[config.mk]
export PLATFORM = sky130hd
export DESIGN_NAME = sr_cmd_gen
export DESIGN_NICKNAME = d
export VERILOG_FILES = /design/src/rtl/sr_cmd_gen.sv
export SDC_FILE = /design/constraint.sdc
export NUM_CORES = 1
export LEC_CHECK = 0
export BUFFER_PORTS_ARGS = -buffer_cell sky130_fd_sc_hd__buf_2
export CORE_MARGIN = 4
export CORE_UTILIZATION = 58
export DETAILED_ROUTE_END_ITERATION = 10
export PLACE_DENSITY = 0.78
export SYNTH_ARGS = -nofsm -noshare
export SYNTH_HDL_FRONTEND = slang
export SYNTH_SLANG_ARGS = --single-unit
[constraint.sdc]
create_clock -name clk -period 5.9 [get_ports clk]
set_clock_uncertainty 0.15 [all_clocks]
set_input_delay 0.295 -clock clk [delete_from_list [all_inputs] [get_ports clk]]
set_output_delay 0.295 -clock clk [all_outputs]
set_load 0.02 [all_outputs]
[src/rtl/sr_cmd_gen.sv]
// Set/clear command front-end for the SR flip-flop: synchronise, debounce, and emit exclusive s/r pulses.
// Optional macro SR_CMD_RESET_PRIORITY_EN: a simultaneous set+clear in IDLE issues a clear pulse.
module sr_cmd_gen #(
    parameter int DEBOUNCE_CYCLES = 4,
    parameter int PULSE_WIDTH     = 2,
    parameter int GUARD_CYCLES    = 2,
    parameter int CNT_W           = 4
) (
    input  logic       clk,
    input  logic       reset,
    input  logic       set_req,
    input  logic       rst_req,
    output logic       s,
    output logic       r,
    output logic       busy,
    output logic       conflict,
    output logic [7:0] dropped_cnt
);

    typedef enum logic [1:0] {IDLE, SET_P, RST_P, GUARD} state_t;

    localparam logic [CNT_W-1:0] DB_LAST = CNT_W'(DEBOUNCE_CYCLES - 1);
    localparam logic [CNT_W-1:0] PW_LAST = CNT_W'(PULSE_WIDTH - 1);
    localparam logic [CNT_W-1:0] GD_LAST = CNT_W'((GUARD_CYCLES > 0) ? GUARD_CYCLES - 1 : 0);

    function automatic logic [7:0] sat_add(input logic [7:0] a, input logic [1:0] b);
        logic [8:0] sum;
        sum = {1'b0, a} + {7'd0, b};
        return sum[8] ? 8'hFF : sum[7:0];
    endfunction

    // Channel 0 is set, channel 1 is clear
    logic [1:0]       req;
    logic [1:0]       sync_p0;
    logic [1:0]       sync_p1;
    logic [1:0]       stable;
    logic [1:0]       evt;
    logic [CNT_W-1:0] db_cnt [2];
    logic [1:0]       evt_n;

    assign req   = {rst_req, set_req};
    assign evt_n = {1'b0, evt[0]} + {1'b0, evt[1]};

    // Synchroniser (p0, p1) and debounce stage
    always_ff @(posedge clk or posedge reset) begin
        if (reset) begin
            sync_p0   <= '0;
            sync_p1   <= '0;
            stable    <= '0;
            evt       <= '0;
            db_cnt[0] <= '0;
            db_cnt[1] <= '0;
        end else begin
            sync_p0 <= req;
            sync_p1 <= sync_p0;
            for (int ch = 0; ch < 2; ch++) begin
                evt[ch] <= 1'b0;
                if (sync_p1[ch] == stable[ch]) begin
                    db_cnt[ch] <= '0;
                end else if (db_cnt[ch] == DB_LAST) begin
                    db_cnt[ch] <= '0;
                    stable[ch] <= sync_p1[ch];
                    evt[ch]    <= sync_p1[ch];
                end else begin
                    db_cnt[ch] <= db_cnt[ch] + 1'b1;
                end
            end
        end
    end

    state_t           state;
    logic [CNT_W-1:0] fsm_cnt;

    // Command FSM stage
    always_ff @(posedge clk or posedge reset) begin
        if (reset) begin
            state       <= IDLE;
            fsm_cnt     <= '0;
            s           <= 1'b0;
            r           <= 1'b0;
            busy        <= 1'b0;
            conflict    <= 1'b0;
            dropped_cnt <= '0;
        end else begin
            conflict <= 1'b0;
            case (state)
                IDLE: begin
                    fsm_cnt <= '0;
                    if (evt[0] && evt[1]) begin
                        conflict <= 1'b1;
`ifdef SR_CMD_RESET_PRIORITY_EN
                        state       <= RST_P;
                        r           <= 1'b1;
                        busy        <= 1'b1;
                        dropped_cnt <= sat_add(dropped_cnt, 2'd1);
`else
                        state <= IDLE;
`endif
                    end else if (evt[0]) begin
                        state <= SET_P;
                        s     <= 1'b1;
                        busy  <= 1'b1;
                    end else if (evt[1]) begin
                        state <= RST_P;
                        r     <= 1'b1;
                        busy  <= 1'b1;
                    end
                end
                SET_P, RST_P: begin
                    dropped_cnt <= sat_add(dropped_cnt, evt_n);
                    if (fsm_cnt == PW_LAST) begin
                        s       <= 1'b0;
                        r       <= 1'b0;
                        fsm_cnt <= '0;
                        if (GUARD_CYCLES == 0) begin
                            state <= IDLE;
                            busy  <= 1'b0;
                        end else begin
                            state <= GUARD;
                        end
                    end else begin
                        fsm_cnt <= fsm_cnt + 1'b1;
                    end
                end
                GUARD: begin
                    dropped_cnt <= sat_add(dropped_cnt, evt_n);
                    if (fsm_cnt == GD_LAST) begin
                        state   <= IDLE;
                        busy    <= 1'b0;
                        fsm_cnt <= '0;
                    end else begin
                        fsm_cnt <= fsm_cnt + 1'b1;
                    end
                end
                default: begin
                    state <= IDLE;
                    busy  <= 1'b0;
                    s     <= 1'b0;
                    r     <= 1'b0;
                end
            endcase
        end
    end

endmodule
==> results by stage <==
Setup path:
- The sum of buffers and inverters on the critical path is 0.
- The critical path startpoint category is a flop.
- The category of the critical setup timing path is flop to flop.
- The maximum fanout encountered on the critical timing path is 7.
- The worst setup path startpoint is evt[0].
- The origin of the critical flop-to-flop path is evt[0].
- The largest incremental delay on the critical path is between 0.4 and 0.5 ns.
- The dominant delay contributor by cell family on the critical path is adder cells.
- Traced cell by cell, the critical path runs through fa_1 > ha_1 > and3b_1 > nand4_4 > mux2_4.
- The type of element capturing the critical path is a flop.
- The endpoint required time on the critical path is roughly 6.0 ns.
- The worst path arrival time is roughly 2.1 ns.
- The slowest cell on the critical path is sky130_fd_sc_hd__dfrtp_1.

Synthesis:
- The net count of the mapped netlist is around 150.
- The mapped netlist covers between 1500 and 2000 sq um.
- The share of the synthesized area in the top cell type is 53.3%.
- In the synthesized netlist the async set-or-reset flop fraction comes to 100%.
- The number of synthesized flops with an enable pin is 0.
- The number of library cell types mapped by synthesis is 37.
- The number of register bits inferred by synthesis is 34.
- Summed over all instances, the cell type with the most area after synthesis is sky130_fd_sc_hd__dfrtp_1.
- The count of yosys warnings during synthesis is 0.
- The mean area per synthesized cell is roughly 11 sq um.
- Synthesis produced between 100 and 150 cells.
- Yosys attributes the largest share of cell area to sky130_fd_sc_hd__dfrtp_1 53%, sky130_fd_sc_hd__ha_1 6.3%, sky130_fd_sc_hd__nor3_1 2.5%.
- Of the synthesized area, sequential elements account for a little over half.
- Among all flip-flop cells after synthesis, the most frequent one is sky130_fd_sc_hd__dfrtp_1.

Die:
- After floorplanning, the core was sized to cover 2540 sq um.
- The top-level port count is 16.
- In this run the core area contains 18 standard-cell rows.
- The starting density of the core is 62.7%.
- The area enclosed by the die boundary is 3650 sq um.
- The die is 60.4 um wide.
- The die height is ~60 um.

Power and ir drop:
- In this run the power density over the cells is approximately 430 nW/um^2.
- Across the VDD grid, the largest voltage drop is 0.000343 V.
- Combinational logic is responsible for a little under two fifths of the overall power.
- The analysis attributes to net switching a power of around 290 uW.
- For this design the static power due to leakage is a little under 0.9 nW.
- Internal power comes to slightly below 500 uW.
- The part of the total power dissipated in sequential elements is a little under half.
- The switching portion of total power is 37.3%.
- The clock network power share is between 10% and 20%.

Global routing:
- Entering global routing, the biggest net connects 35 pins.
- The number of global-route vias before repair is roughly 1100.
- For this run, the total global-route usage over all layers was measured as 17.9%.
- The global-route wire length before repair is between 4000 and 5000 um.
- The number of antenna violations at the first check in global routing is 0.
- The total congestion overflow after global routing is 0.

Clock network:
- The post-cts resize count is 0.
- The clock net sink count is 34.
- The clock tree synthesis step divided the H-tree into 2 levels.
- The TritonCTS clock tree is done.
- The maximum count of clock buffers along a single path is 2.
- The latest clock arrival within the worst-skew pair is about 0.33 ns.
- Clock-pin slew was measured on the worst setup and hold paths at approximately 0.10 ns.
- The clock tree root buffer cell is sky130_fd_sc_hd__clkbuf_4.
- The number of buffers created by CTS is 5.

Hold path:
- The startpoint identified for the worst hold timing path is sync_p0[0].
- The path class of the tightest hold or removal check is flop to flop.

Route:
- For this run, the detailed router's first-pass iteration total came to 4.
- The mean number of vias per cell is ~5.8.
- The number of nets with antenna violations after detailed routing is 0.
- The overall routed net length is between 2000 and 3000 um.
- Dividing the detail-routed wire length by the instance count gives roughly 14 um.
- In this run, the number of DRC markers left after iteration 0 of detailed routing was 36.
- The total number of vias is between 1000 and 1500.
- The number of DRC violations after detailed routing is 0.

Status:
- The run finished with clean final reports.

STA:
- Setup repair after global routing left no endpoint under its margin.
- The setup TNS after final layout is 0 ns.
- The number of hold-slack violations in the final timing report is 0.
- The final-report max-slew violation count is 0.
- Dividing the final minimum period by the clock period gives around a third.
- The highest attainable clock frequency is 0.487 GHz.
- Setup violations remaining at the end of the flow were counted as 0.
- The clock period minus final worst setup slack is around 2 ns.
- The worst pin sits at a relative slew slack of 72.1%.
- The worst-case setup margin in the final layout is ~3.8 ns.
- For the pin with the worst max-slew slack, the measured transition is approximately 0.42 ns.

Finish:
- The top cell types in the final layout, fill and taps aside, are 34 x sky130_fd_sc_hd__dfrtp_1, 15 x sky130_fd_sc_hd__buf_2, 9 x sky130_fd_sc_hd__nor2_1.
- The fraction of layout cells with a size suffix above 1 is approximately 18%.
- The number of antenna cells inserted is 0.
- The number of inserted filler cells in the final layout is roughly 190.
- Compared with the post-synthesis result, the final layout area differs by 11.5%.
- Leaving out fill and tap cells, the most frequent cell in the layout is sky130_fd_sc_hd__dfrtp_1.
- The number of nets at the end of the flow is 175.

Run:
- Across the run, the number of max-cap violations was 0.

Place:
- The number of port buffers is 15.
- Detailed placement finished with a half-perimeter wire length of a little under 2000 um.
- The placement-stage worst setup slack is between 3 and 4 ns.
- The congestion estimate from routability-driven global placement came to ~0.81.
## sequential cells by signal (all words and copies together) (netlist names), 2 cells and up
signal,cells
evt,2
stable,2
dropped_cnt,8
db_cnt,8
state,2
sync_p0,2
fsm_cnt,4
sync_p1,2
## repair_timing
| action | 4_1_cts | 5_1_grt |
|---|---|---|
| setup buffers | 0 | 0 |
| hold buffers | 3 | 0 |
| endpoints found under the hold margin | 36 | 0 |
## path summary, 6_finish.rpt
check	endpoint	slack (ns)	cells after the start
max reg2reg	dropped_cnt[6]	3.85	5
min in group asynchronous	sync_p0[1]	0.44	4
min	sync_p1[0]	0.21	0
max in group asynchronous	dropped_cnt[0]	4.86	4
min reg2reg	sync_p1[0]	0.21	0
max	dropped_cnt[6]	3.85	5
## power groups by stage
| stage | clock [mW] | combinational (mW) | sequential, mW |
|---|---|---|---|
| floorplan | 0 | 0.204 | 0.367 |
| global placement | 0 | 0.273 | 0.349 |
| detailed placement | 0 | 0.286 | 0.356 |
| CTS | 0.138 | 0.289 | 0.350 |
| global route | 0.148 | 0.326 | 0.360 |
| finish | 0.132 | 0.288 | 0.350 |
## Yosys cell counts, types with 2 or more instances
cell                        n
sky130_fd_sc_hd__a21oi_1    6
sky130_fd_sc_hd__a221oi_1   2
sky130_fd_sc_hd__and3b_1    3
sky130_fd_sc_hd__buf_6      2
sky130_fd_sc_hd__dfrtp_1   34
sky130_fd_sc_hd__ha_1       8
sky130_fd_sc_hd__inv_1      8
sky130_fd_sc_hd__mux2_2     2
sky130_fd_sc_hd__mux2i_1    3
sky130_fd_sc_hd__nand2_1    8
sky130_fd_sc_hd__nand2b_1   4
sky130_fd_sc_hd__nand3_1    4
sky130_fd_sc_hd__nand3b_1   2
sky130_fd_sc_hd__nor2_1     9
sky130_fd_sc_hd__nor2b_1    2
sky130_fd_sc_hd__nor3_1     8
sky130_fd_sc_hd__nor3b_1    3
sky130_fd_sc_hd__o21a_1     2
sky130_fd_sc_hd__o21ai_0    4
sky130_fd_sc_hd__o22ai_1    2
sky130_fd_sc_hd__xnor2_1    4
sky130_fd_sc_hd__xor2_1     4
## metrics by stage
step                instances  utilization, %  total power [mW]  hold slack [ns]  cell area, sq um
floorplan                 139               -             0.571            0.176              1600
global placement          182            66.4             0.623            0.183              1690
finish                    193            69.9             0.771            0.211              1780
global route              193            69.9             0.834            0.217              1780
detailed placement        182            66.4             0.642            0.194              1690
CTS                       193            69.9             0.778            0.215              1780
## layout make-up
cell class	instances	area [sq um]	share of cell area, %
Tap cell	30	37.5	2.11
Clock buffer	7	55.1	3.09
Inverter	8	30.0	1.69
Timing Repair Buffer	19	113	6.33
Clock inverter	1	5.00	0.281
Sequential cell	34	851	47.8
Multi-Input combinational cell	94	688	38.7
## per-layer routing
metal  GRT usage [%]  wire (um)  vias to the layer above
met1            23.4       1180                      533
met4            7.74         47                        0
li1                -          -                      527
met5               0          0                        -
met3            6.38        183                        9
met2            27.2       1310                       44
## cells by family after synthesis
logic type,count (synthesis),share of synthesized area [%]
buf+inv,11,3.53
compound gates,20,7.92
fa+ha+maj,9,7.53
flops,34,53.3
mux,6,4.23
simple gates,51,19.1
xor+xnor,8,4.39
Note: power is estimated with default switching activity, not from simulation.
